File: src/rtl/mean_pkg.sv
// Constants shared by the window-mean feeder and the downstream divider wrapper.
package mean_pkg;

  localparam int DATA_W  = 32;
  localparam int CNT_W   = 8;
  localparam int MAX_CNT = 255;

  localparam logic [DATA_W-1:0] SUM_MAX = {DATA_W{1'b1}};

  typedef enum logic {
    EMPTY = 1'b0,
    ACCUM = 1'b1
  } win_state_t;

endpackage

File: src/rtl/sat_add_32.sv
// Combinational saturating adder: accumulator plus sample, clamped to the
// all-ones value of DATA_W bits, with a flag when clamping happened.
module sat_add_32 #(
  parameter int DATA_W = mean_pkg::DATA_W
) (
  input  logic [DATA_W:0]   acc,
  input  logic [DATA_W-1:0] sample,
  output logic [DATA_W-1:0] sum,
  output logic              ovf
);

  logic [DATA_W+1:0] full;

  always_comb begin
    full = {1'b0, acc} + {2'b00, sample};
    ovf  = |full[DATA_W+1:DATA_W];
    sum  = ovf ? {DATA_W{1'b1}} : full[DATA_W-1:0];
  end

endmodule

File: src/rtl/window_mean_accum_32_8.sv
// Accumulates a window of samples and emits (sum, count) as one dividend /
// divisor transaction; windows close on tlast, flush or MAX_CNT samples.
module window_mean_accum_32_8 #(
  parameter int DATA_W  = mean_pkg::DATA_W,
  parameter int CNT_W   = mean_pkg::CNT_W,
  parameter int MAX_CNT = mean_pkg::MAX_CNT
) (
  input  logic              aclk,
  input  logic              areset,
  input  logic              s_axis_tvalid,
  input  logic [DATA_W-1:0] s_axis_tdata,
  input  logic              s_axis_tlast,
  input  logic              flush,
  output logic              m_axis_a_tvalid,
  output logic [DATA_W-1:0] m_axis_a_tdata,
  output logic              m_axis_b_tvalid,
  output logic [CNT_W-1:0]  m_axis_b_tdata,
  output logic              overflow
);

  import mean_pkg::*;

  win_state_t        state;
  logic [DATA_W:0]   acc;
  logic [CNT_W-1:0]  cnt;
  logic              sat;

  logic [DATA_W-1:0] add_sum;
  logic              add_ovf;

  logic              beat;
  logic [CNT_W-1:0]  next_cnt;
  logic              close;
  logic [DATA_W-1:0] close_sum;
  logic [CNT_W-1:0]  close_cnt;
  logic              close_ovf;

  sat_add_32 #(.DATA_W(DATA_W)) u_sat_add (
    .acc    (acc),
    .sample (s_axis_tdata),
    .sum    (add_sum),
    .ovf    (add_ovf)
  );

  // NOTE: every always_comb output gets a value on every path (here, all
  // unconditionally) so no latch can be inferred.
  always_comb begin
    beat      = s_axis_tvalid;
    next_cnt  = cnt + CNT_W'(1);
    close     = (beat && (s_axis_tlast || next_cnt == CNT_W'(MAX_CNT))) ||
                (flush && (state == ACCUM || beat));
    close_sum = beat ? add_sum  : acc[DATA_W-1:0];
    close_cnt = beat ? next_cnt : cnt;
    close_ovf = sat | (beat & add_ovf);
  end

  // NOTE: state is updated with non-blocking assignments so every register
  // samples the pre-edge values, independent of statement order.
  always_ff @(posedge aclk) begin
    if (areset) begin
      state           <= EMPTY;
      acc             <= '0;
      cnt             <= '0;
      sat             <= 1'b0;
      m_axis_a_tvalid <= 1'b0;
      m_axis_a_tdata  <= '0;
      m_axis_b_tdata  <= '0;
      overflow        <= 1'b0;
    end else begin
      m_axis_a_tvalid <= close;
      if (close) begin
        // Beat and flush together fold the beat into the closing window.
        m_axis_a_tdata <= close_sum;
        m_axis_b_tdata <= close_cnt;
        overflow       <= close_ovf;
        acc            <= '0;
        cnt            <= '0;
        sat            <= 1'b0;
        state          <= EMPTY;
      end else if (beat) begin
        acc   <= {1'b0, add_sum};
        cnt   <= next_cnt;
        sat   <= close_ovf;
        state <= ACCUM;
      end
    end
  end

  // Divisor and dividend always travel as one transaction.
  assign m_axis_b_tvalid = m_axis_a_tvalid;

endmodule
File: config.mk
export PLATFORM = sky130hd
export DESIGN_NAME = window_mean_accum_32_8
export DESIGN_NICKNAME = d
export VERILOG_FILES = /design/src/rtl/mean_pkg.sv /design/src/rtl/sat_add_32.sv /design/src/rtl/window_mean_accum_32_8.sv
export SDC_FILE = /design/constraint.sdc
export NUM_CORES = 1
export LEC_CHECK = 0
export ABC_AREA = 1
export CORE_ASPECT_RATIO = 0.8
export CORE_MARGIN = 2
export CORE_UTILIZATION = 61
export CTS_CLUSTER_DIAMETER = 40
export CTS_CLUSTER_SIZE = 10
export DETAILED_ROUTE_END_ITERATION = 8
export GPL_ROUTABILITY_DRIVEN = 0
export PLACE_DENSITY_LB_ADDON = 0.2
export SYNTH_ARGS = -nofsm -noshare
export SYNTH_HDL_FRONTEND = slang
export SYNTH_HIERARCHICAL = 1
export SYNTH_SLANG_ARGS = --single-unit
File: constraint.sdc
create_clock -name aclk -period 9 [get_ports aclk]
set_input_delay 2.7 -clock aclk [delete_from_list [all_inputs] [get_ports aclk]]
set_output_delay 2.7 -clock aclk [all_outputs]
set_load 0.02 [all_outputs]
## Word level (Yosys, flattened, before mapping)

Cells that the tools add are included.

| word-level totals | value |
|---|---|
| flip-flop bits (word level) | 84 |
| input port bits | 37 |

| operators by class | value |
|---|---|
| add/subtract/negate cells | 2 |
| muxes and demuxes | 3 |
| bitwise gates (word level) | 2 |
| reductions and logical operators | 7 |
| eq/ne operators | 1 |

Operators with widths:

| cell | number |
|---|---|
| $mux W32 | 2 |
| $add A32 B32 Y33 | 1 |
| $add A8 B1 Y8 const B | 1 |
| $eq A8 B8 Y1 const B | 1 |
| $mux W8 | 1 |
| $reduce_or A2 Y1 | 2 |
| $logic_or A1 B1 Y1 | 3 |
| $logic_and A1 B1 Y1 | 2 |
| $and A1 B1 Y1 | 1 |
| $or A1 B1 Y1 | 1 |

## Longest topological paths before layout

Gate-level depths: netlist (run 1).

| depth | value |
|---|---|
| word-level depth | 6 |
| gate-level depth with buffers | 20 |

## Modules after synthesis

Netlist (run 1), hierarchy kept.

By module, submodules not included:

| module | cells an instance | area each (µm²) | instances |
|---|---|---|---|
| window_mean_accum_32_8 | 457 | 3590.9 | 1 |
| sat_add_32 | 595 | 2894.0 | 1 |

## Least setup slack after synthesis (run 1)

No wires, ideal clock.

| timing | value |
|---|---|
| path type | input to register |
| from | input s_axis_tdata[0] |
| to | register m_axis_a_tdata[2] |
| required time | 8.886 ns |
| cell stages on the path | 18 |
| buffers on the path | 1 |
| slack | 4.060 ns |
| arrival time | 4.826 ns |
| cell sequence | ha_1 > fa_1 > nand3_1 > nand3_2 > nand2_1 > nand2_2 > nand2_1 > nand2_2 > nand2_2 > nand3_1 > nand2_4 > buf_8 > nand3_1 > or2_2 > o21ai_0 > inv_1 > nand3_1 > nand2_1 |

| on the way | value |
|---|---|
| longest elaborated chain between the ends | 4 |

RTL lines:

| item | line | RTL |
|---|---|---|
| start, declared | window_mean_accum_32_8.sv:11 | `input logic [DATA_W-1:0] s_axis_tdata,` |
| $add A32 B32 Y33 * | sat_add_32.sv:15 | `full = {1'b0, acc} + {2'b00, sample};` |
| $reduce_or A2 Y1 | sat_add_32.sv:16 | `ovf = \|full[DATA_W+1:DATA_W];` |
| $mux W32 * | sat_add_32.sv:17 | `sum = ovf ? {DATA_W{1'b1}} : full[DATA_W-1:0];` |
| via add_sum[2] | window_mean_accum_32_8.sv:28 | `logic [DATA_W-1:0] add_sum;` |
| $mux W32 * | window_mean_accum_32_8.sv:52 | `close_sum = beat ? add_sum : acc[DATA_W-1:0];` |
| end signal, assigned | window_mean_accum_32_8.sv:73 | `m_axis_a_tdata <= close_sum;` |
| end, declared | window_mean_accum_32_8.sv:15 | `output logic [DATA_W-1:0] m_axis_a_tdata,` |

Mark *: on every way through the listed nets, which the timed path passes. The rest lies on a longest branch.
A chain may end at the register's enable or synchronous reset.

## Worst setup path in the final report (run 1)

| timing | value |
|---|---|
| from | input s_axis_tdata[0] |
| to | register m_axis_a_tdata[23] |

The elaborated chain is that of the path after synthesis.

==> impl_metrics.json, run 1 <==
{
  "p_per_area_nw_per_um2": 152,
  "syn_avg_cell_area_sq_um": 6.16,
  "antenna_cells": 0,
  "clk_path_buf_depth": 2,
  "drv_slew": 0,
  "ant_nets": 0,
  "synth_area_sq_um": 6480,
  "grt_pass1_wl_mm": 28.2,
  "reg2reg_depth": 17,
  "drt_iter0_drc": 675,
  "gr-total-overflow": 0,
  "grt_usage": 0.309,
  "postSynth.asyncResetShare": 0,
  "routed_wl_mm": 16.7,
  "cts_inserted_buffers": 9,
  "crit_slowest_cell": "fa_1",
  "die_w_um": 119,
  "post-route-period-util": 0.608,
  "hpwlAfterDp_mm": 12.5,
  "wl_per_cell_um": 13.4,
  "ff2ff_setup_slack_ps": 6010,
  "placement.io_buffers": 79,
  "slew_headroom": 0.367,
  "ys_types": 37,
  "cts_resized": 0,
  "viasPerCell": 5.22,
  "crit_chain": "clkdlybuf4s50_1, ha_1, fa_1, nand3_1, nand3_2, nand2_1, nand2_2, nand2_1, nand2_2, nand2_2, nand3_1, nand2_4, nand3_1, or2_2, o21ai_0, inv_1, nand3_1, nand2_1",
  "r2r-end": "m_axis_a_tdata[23]$_SDFFE_PP0P_",
  "crit_end": "m_axis_a_tdata[23]$_SDFFE_PP0P_",
  "dr.pass1.iters": 5,
  "drc_errors": 0,
  "crit_fanout": 33,
  "ys_ff_latch": 84,
  "htree_levels": 3,
  "insertion_delay_ps": 340,
  "startpoint_type": "primary input",
  "grt_max_degree": 84,
  "yosysSeqAreaShare": 0.259,
  "vias": 6537,
  "synthCells": 1052,
  "hold_viol": 0,
  "core_area_sq_um": 10300,
  "postCtsHoldBufs": 0,
  "die-area_sq_um": 11500,
  "max_freq_mhz": 183,
  "critPathCaptureType": "register",
  "rows": 33,
  "p_leak_nw": 3.97,
  "worst-path-stages": 18,
  "nNetsFinal": 1180,
  "hp-class": "register to register",
  "clock_sinks": 84,
  "synth_edf_count": 0,
  "start_util": 0.631,
  "path_buf_inv": 2,
  "critPathMaxStageDelay_ps": 440,
  "path_clk_slew_ps": 60,
  "path_delay_family": "simple AND/OR/NAND/NOR gates",
  "crit_start": "s_axis_tdata[0]",
  "path_class": "primary input to register",
  "synth_ff_type": "dfxtp_1",
  "cp_common_cell": "nand3_1",
  "final_core_util": 0.732,
  "ios": 80,
  "syn2layout_area_growth_pct": 16.1,
  "outcome": "finished, final reports clean",
  "worst_pin_slew_ps": 948,
  "clock-root-buffer": "clkbuf_16",
  "grt_pass1_vias": 5950,
  "required_ps": 9230,
  "arrival_ps": 5710,
  "reg2reg_from": "acc[0]$_SDFFE_PP0P_",
  "cts_setup_buffers": 0,
  "ir_drop_mv": 0.107,
  "skew_ps": 6.66,
  "cap_violations": 0,
  "hold_path_startpoint": "m_axis_a_tdata[6]$_SDFFE_PP0P_",
  "setup_viol": 0,
  "antenna_found_initial": 0,
  "drive_above_1_share": 0.0943,
  "dieHeight_um": 96.2,
  "finalSetupTns_ps": 0,
  "yosysWarnings": 6,
  "cts_tree": "done",
  "fin_crit_ps": 5470,
  "rsz0062_at_grt": "false"
}
-- routing by layer --
metal  track usage  up-vias  share of wire
li1              -     3379              -
met1         0.400     2882           0.46
met2         0.533      237           0.45
met3        0.0474       39          0.062
met4        0.0982        0          0.026
met5             0        -              0
-- worst min-delay path, cell delays in order, from the launching register on --
cell and delay (ps):
dfxtp_1 310, nand4_1 80, nand2_1 50
-- placed cells by master, fill, tap and decap left out, types with 5 or more instances in the layout --
master | synthesis | final
or2_2 | 33 | 33
o21ai_0 | 37 | 37
clkdlybuf4s50_1 | 0 | 79
a21oi_1 | 19 | 19
ha_1 | 34 | 34
nor2_1 | 75 | 75
inv_2 | 4 | 5
nand2_2 | 9 | 9
clkbuf_16 | 0 | 9
inv_1 | 187 | 186
nor2_2 | 16 | 16
nand4_1 | 47 | 47
dfxtp_1 | 84 | 84
xnor2_1 | 16 | 16
nand2_1 | 312 | 312
nor3_1 | 6 | 6
nand3_1 | 94 | 94
nand3_2 | 15 | 15
-- where the power goes --
group / switching (W) / internal [W]
logic: 0.000216 / 0.000136
clock network: 0.000157 / 0.000217
registers: 0.0000189 / 0.000400
-- cell families after synthesis --
| logic type | Yosys count | share of synthesized area |
|---|---|---|
| adder cells (fa/ha/maj) | 35 | 0.0687 |
| flip-flops | 84 | 0.259 |
| AO/OA/AOI/OAI | 61 | 0.0502 |
| other | 1 | 0.000578 |
| buffers and inverters | 232 | 0.152 |
| AND/OR/NAND/NOR | 621 | 0.445 |
| XOR/XNOR | 18 | 0.0243 |
-- state kept, by name, indices dropped and copies added, names as in the netlist --
| name | count |
|---|---|
| acc | 32 |
| cnt | 8 |
| m_axis_a_tdata | 32 |
| m_axis_a_tvalid | 1 |
| m_axis_b_tdata | 8 |
| overflow | 1 |
| sat | 1 |
| state | 1 |
-- final cells by class --
| cell class | instances | area, sq um |
|---|---|---|
| Multi-Input combinational cell | 739 | 3840 |
| Fill cell | 878 | 2750 |
| Sequential cell | 84 | 1680 |
| Timing Repair Buffer | 82 | 813 |
| Inverter | 192 | 721 |
| Clock buffer | 9 | 225 |
| Tap cell | 140 | 175 |
| Clock inverter | 7 | 75.1 |
-- through the flow --
step	hold WS, ps	setup slack (ps)	area (sq um)	power [W]	std cells
after global routing	496	3330	7530	0.00121	1253
after floorplan	439	4060	6500	0.000675	1055
final	475	3530	7530	0.00115	1253
after global placement	454	3270	7230	0.000767	1237
after CTS	477	3570	7530	0.00115	1253
after detailed placement	466	3250	7230	0.000772	1237
-- cell usage after synthesis, types with 2 or more instances --
master    instances  area [sq um]
xnor2_1          16           140
or2_2            33           206
o21bai_1          2          15.0
buf_1             4          15.0
nor3_1            6          30.0
nand2_4           3          33.8
inv_1           187           702
nand2_1         312          1170
buf_6            11           124
dfxtp_1          84          1680
buf_4             3          22.5
nand4_1          47           294
nor2_2           16           100
and2_1            4          25.0
o21ai_0          37           185
inv_2             4          15.0
clkbuf_1         15          56.3
nand3b_1          3          22.5
nand3_2          15           150
ha_1             34           425
buf_2             6          30.0
nand3_1          94           470
nor2_1           75           282
xor2_1            2          17.5
nand2_2           9          56.3
a21oi_1          19          95.1
-- worst min path at each step --
stage / end / slack [ps] / cells after the start
after global placement: sat$_SDFFE_PP0P_ / 450 / 2
final: m_axis_a_tdata[6]$_SDFFE_PP0P_ / 470 / 2
after CTS: m_axis_a_tdata[6]$_SDFFE_PP0P_ / 480 / 2
after detailed placement: sat$_SDFFE_PP0P_ / 470 / 2
after global routing: overflow$_SDFFE_PP0P_ / 500 / 2
after floorplan: sat$_SDFFE_PP0P_ / 440 / 2
Power figures use the tool's default switching activity.
==> run 2, diff against run 1 <==
--- a/config.mk
+++ b/config.mk
@@ -8,7 +8,7 @@
 export ABC_AREA = 1
 export CORE_ASPECT_RATIO = 0.8
 export CORE_MARGIN = 2
-export CORE_UTILIZATION = 61
+export CORE_UTILIZATION = 52
 export CTS_CLUSTER_DIAMETER = 40
 export CTS_CLUSTER_SIZE = 10
 export DETAILED_ROUTE_END_ITERATION = 8
==> constraint.sdc (replaced) <==
create_clock -name aclk -period 4.75 [get_ports aclk]
set_input_delay 1.425 -clock aclk [delete_from_list [all_inputs] [get_ports aclk]]
set_output_delay 1.425 -clock aclk [all_outputs]
set_load 0.02 [all_outputs]
==> impl_metrics.json, run 2 (synthesis gave the netlist of run 1 again) <==
{
  "required_ps": 4980,
  "clk_path_buf_depth": 2,
  "path_class": "primary input to register",
  "reg2reg_from": "acc[0]$_SDFFE_PP0P_",
  "insertion_delay_ps": 330,
  "finalSetupTns_ps": 0,
  "p_sw_frac": 0.326,
  "max_freq_mhz": 238,
  "grt_pass1_wl_mm": 28.6,
  "antenna_found_initial": 0,
  "drc_errors": 0,
  "cts_tree": "done",
  "power_switching_w": 0.000731,
  "post-route-period-util": 0.883,
  "vias": 6482,
  "cts_inserted_buffers": 9,
  "grt_pass1_vias": 5905,
  "grt_usage": 0.263,
  "p_int_w": 0.00151,
  "dr.pass1.iters": 5,
  "worst_pin_slew_ps": 977,
  "hold_viol": 0,
  "layout_commonest_cell": "nand2_1",
  "rsz0062_at_grt": "false",
  "antenna_cells": 0,
  "min_to": "sat$_SDFFE_PP0P_",
  "cts_resized": 0,
  "path_clk_slew_ps": 60,
  "ir_drop_mv": 0.221,
  "fin_crit_ps": 4190,
  "nNetsFinal": 1182,
  "gr-total-overflow": 0,
  "layout_common_cells": "nand2_1 (312), inv_1 (186), nand3_1 (94)",
  "start_util": 0.533,
  "hp-class": "register to register",
  "hold_path_startpoint": "sat$_SDFFE_PP0P_",
  "cap_violations": 0,
  "die_w_um": 129,
  "drive_above_1_share": 0.0960,
  "arrival_ps": 4420,
  "hpwlAfterDp_mm": 13.3,
  "reg2reg_depth": 17,
  "ff2ff_setup_slack_ps": 1780,
  "holdPathStages": 2,
  "skew_ps": 4.38,
  "ant_nets": 0,
  "startpoint_type": "primary input",
  "setup_viol": 0,
  "core_area_sq_um": 12200,
  "rows": 36,
  "viasPerCell": 5.12,
  "routed_wl_mm": 17.4,
  "dieHeight_um": 104,
  "largestRegisters": "acc: 32 flops, m_axis_a_tdata: 32 flops",
  "placement.io_buffers": 79,
  "crit_fanout": 33,
  "syn2layout_area_growth_pct": 17.1,
  "drv_slew": 0,
  "dpl.cell_count": 1251,
  "outcome": "finished, final reports clean",
  "grt_max_degree": 47,
  "r2r-end": "m_axis_a_tdata[22]$_SDFFE_PP0P_",
  "clkPwrFrac": 0.345,
  "htree_levels": 3,
  "clock_sinks": 84,
  "pwr-share-comb": 0.299,
  "postCtsHoldBufs": 0,
  "p_per_area_nw_per_um2": 295,
  "stdcell_count": 1267,
  "die-area_sq_um": 13400,
  "drt_iter0_drc": 561,
  "slew_headroom": 0.347,
  "critPathCaptureType": "register",
  "wl_per_cell_um": 13.7,
  "ios": 80,
  "clock-root-buffer": "clkbuf_16",
  "pwr-share-seq": 0.356,
  "p_leak_nw": 4.00,
  "cts_setup_buffers": 0
}
-- run 2: layer usage --
layer | vias to the layer above | routed length, um | GRT usage
met5 | - | 0 | 0
met4 | 0 | 372 | 0.0707
met3 | 25 | 1000 | 0.0381
met2 | 207 | 7650 | 0.417
met1 | 2867 | 8350 | 0.374
li1 | 3383 | - | -
-- run 2: worst max path at each step --
stage                                            endpoint  cells past startpoint             from  slack (ps)
after global placement    m_axis_a_tdata[22]$_SDFFE_PP0P_                     18  s_axis_tdata[0]         280
after CTS                 m_axis_a_tdata[22]$_SDFFE_PP0P_                     18  s_axis_tdata[0]         570
final                     m_axis_a_tdata[22]$_SDFFE_PP0P_                     18  s_axis_tdata[0]         560
after global routing       m_axis_a_tdata[3]$_SDFFE_PP0P_                     18  s_axis_tdata[0]         360
after floorplan            m_axis_a_tdata[2]$_SDFFE_PP0P_                     18  s_axis_tdata[0]        1090
after detailed placement  m_axis_a_tdata[22]$_SDFFE_PP0P_                     18  s_axis_tdata[0]         220
-- run 2: critical path, stage by stage --
cell and delay, ps:
clkdlybuf4s50_1 440, ha_1 240, fa_1 440, nand3_1 120, nand3_2 100, nand2_1 90
nand2_2 70, nand2_1 70, nand2_2 60, nand2_2 60, nand3_1 110, nand2_4 340
nand3_1 130, or2_2 320, o21ai_0 170, inv_1 80, nand3_1 90, nand2_1 60
-- run 2: layout make-up --
| class | count | area, sq um |
|---|---|---|
| clock buffer | 11 | 253 |
| clock inverter | 5 | 82.6 |
| fill | 1182 | 4570 |
| inverter | 192 | 721 |
| multi-input combinational | 739 | 3840 |
| sequential | 84 | 1680 |
| tap | 152 | 190 |
| timing repair buffer | 84 | 828 |
-- run 2: metrics by stage --
stage	total power (W)	hold WS [ps]	utilization	worst slack (ps)	area [sq um]
2_1_floorplan	0.00128	439	-	1090	6500
3_3_place_gp	0.00146	449	0.597	280	7260
3_5_place_dp	0.00147	461	0.597	224	7260
4_1_cts	0.00224	471	0.624	566	7590
5_1_grt	0.00236	493	0.624	359	7590
6_report	0.00224	468	0.624	557	7590
-- run 2: power groups by stage --
stage	registers, W	clock network (W)	logic, W
2_1_floorplan	0.000836	0	0.000443
3_3_place_gp	0.000812	0	0.000652
3_5_place_dp	0.000812	0	0.000658
4_1_cts	0.000797	0.000785	0.000663
5_1_grt	0.000801	0.000816	0.000745
6_report	0.000796	0.000773	0.000669
==> run 3, diff against run 2 <==
--- a/config.mk
+++ b/config.mk
@@ -6,8 +6,8 @@
 export NUM_CORES = 1
 export LEC_CHECK = 0
 export ABC_AREA = 1
+export CAP_MARGIN = 30
 export CORE_ASPECT_RATIO = 0.8
-export CORE_MARGIN = 2
 export CORE_UTILIZATION = 52
 export CTS_CLUSTER_DIAMETER = 40
 export CTS_CLUSTER_SIZE = 10
==> impl_metrics.json, run 3 (synthesis gave the netlist of run 1 again) <==
{
  "die_w_um": 127,
  "die-area_sq_um": 12900,
  "crit_start": "s_axis_tdata[0]",
  "syn2layout_area_growth_pct": 17.1,
  "path_clk_slew_ps": 60,
  "crit_fanout": 33,
  "crit_chain": "clkdlybuf4s50_1, ha_1, fa_1, nand3_1, nand3_2, nand2_1, nand2_2, nand2_1, nand2_2, nand2_2, nand3_1, nand2_4, nand3_1, or2_2, o21ai_0, inv_1, nand3_1, nand2_1",
  "layout_commonest_cell": "nand2_1",
  "final_core_util": 0.624,
  "cts_setup_buffers": 0,
  "clock_sinks": 84,
  "max_freq_mhz": 239,
  "cap_violations": 0,
  "rsz0062_at_grt": "false",
  "postCtsHoldBufs": 0,
  "path_buf_inv": 2,
  "cts_tree": "done",
  "skew_ps": 11.5,
  "vias": 6456,
  "critPathCaptureType": "register",
  "grt_pass1_wl_mm": 28.2,
  "htree_levels": 3,
  "p_leak_nw": 4.00,
  "start_util": 0.533,
  "clock-root-buffer": "clkbuf_16",
  "antenna_found_initial": 0,
  "drive_above_1_share": 0.0952,
  "ir_drop_mv": 0.223,
  "core_area_sq_um": 12200,
  "drt_iter0_drc": 468,
  "cts_resized": 0,
  "largestRegisters": "acc: 32 flops, m_axis_a_tdata: 32 flops",
  "wl_per_cell_um": 13.5,
  "placement.io_buffers": 79,
  "grt_pass1_vias": 5689,
  "hpwlAfterDp_mm": 13.0,
  "fin_crit_ps": 4190,
  "arrival_ps": 4430,
  "post-route-period-util": 0.883,
  "drc_errors": 0,
  "gr-total-overflow": 0,
  "hold_viol": 0,
  "dr.pass1.iters": 7,
  "drv_slew": 0,
  "p_per_area_nw_per_um2": 294,
  "startpoint_type": "primary input",
  "ant_nets": 0,
  "required_ps": 4990,
  "layout_common_cells": "nand2_1 (312), inv_1 (186), nand3_1 (94)",
  "hold_path_startpoint": "m_axis_b_tdata[7]$_SDFFE_PP0P_",
  "ios": 80,
  "path_delay_family": "simple AND/OR/NAND/NOR gates",
  "slew_headroom": 0.363,
  "nNetsFinal": 1181,
  "worst_pin_slew_ps": 953,
  "setup_viol": 0,
  "path_class": "primary input to register",
  "grt_usage": 0.278,
  "critPathMaxStageDelay_ps": 450,
  "insertion_delay_ps": 350,
  "rows": 36,
  "cp_common_cell": "nand3_1",
  "reg2reg_from": "acc[0]$_SDFFE_PP0P_",
  "dieHeight_um": 102,
  "cts_inserted_buffers": 9,
  "grt_max_degree": 57,
  "hp-class": "register to register",
  "antenna_cells": 0,
  "routed_wl_mm": 17.1,
  "finalSetupTns_ps": 0,
  "clk_path_buf_depth": 2,
  "crit_slowest_cell": "fa_1",
  "outcome": "finished, final reports clean",
  "viasPerCell": 5.10
}
run 3: area by class of cell:
cell class / instances / area [sq um]
flip-flops and latches: 84 / 1680
inverters: 192 / 721
clock inverters: 6 / 87.6
fillers: 1209 / 4570
clock buffers: 10 / 239
multi-input cells: 739 / 3840
well taps: 152 / 190
repair buffers: 83 / 833
run 3: path summary, 6_finish.rpt:
kind	end	slack, ps	cells after the start
max	m_axis_a_tdata[7]$_SDFFE_PP0P_	560	18
min	m_axis_b_tdata[7]$_SDFFE_PP0P_	470	2
max reg2reg	m_axis_a_tdata[7]$_SDFFE_PP0P_	1770	17
min reg2reg	m_axis_b_tdata[7]$_SDFFE_PP0P_	470	2
run 3: power by group:
group          switching (W)  internal (W)
combinational       0.000408      0.000259
clock               0.000292      0.000475
sequential         0.0000375      0.000758
total               0.000737       0.00149
run 3: worst min-delay path, stage by stage (launching register included):
cell     delay (ps)
dfxtp_1         310
nand4_1          80
nand2_1          50
run 3: metrics by stage:
step / hold WS (ps) / area (sq um) / instances / power, W / worst slack, ps
after global placement: 456 / 7260 / 1250 / 0.00146 / 299
final: 473 / 7590 / 1266 / 0.00223 / 557
after CTS: 476 / 7590 / 1266 / 0.00223 / 567
after detailed placement: 466 / 7260 / 1250 / 0.00147 / 244
after floorplan: 439 / 6500 / 1055 / 0.00128 / 1090
after global routing: 493 / 7590 / 1266 / 0.00235 / 315
run 3: per-layer routing:
layer / up-vias / wire [um] / GRT usage
met3: 22 / 828 / 0.0461
met2: 168 / 7420 / 0.445
li1: 3375 / - / -
met1: 2891 / 8430 / 0.385
met4: 0 / 404 / 0.0842
met5: - / 0 / 0
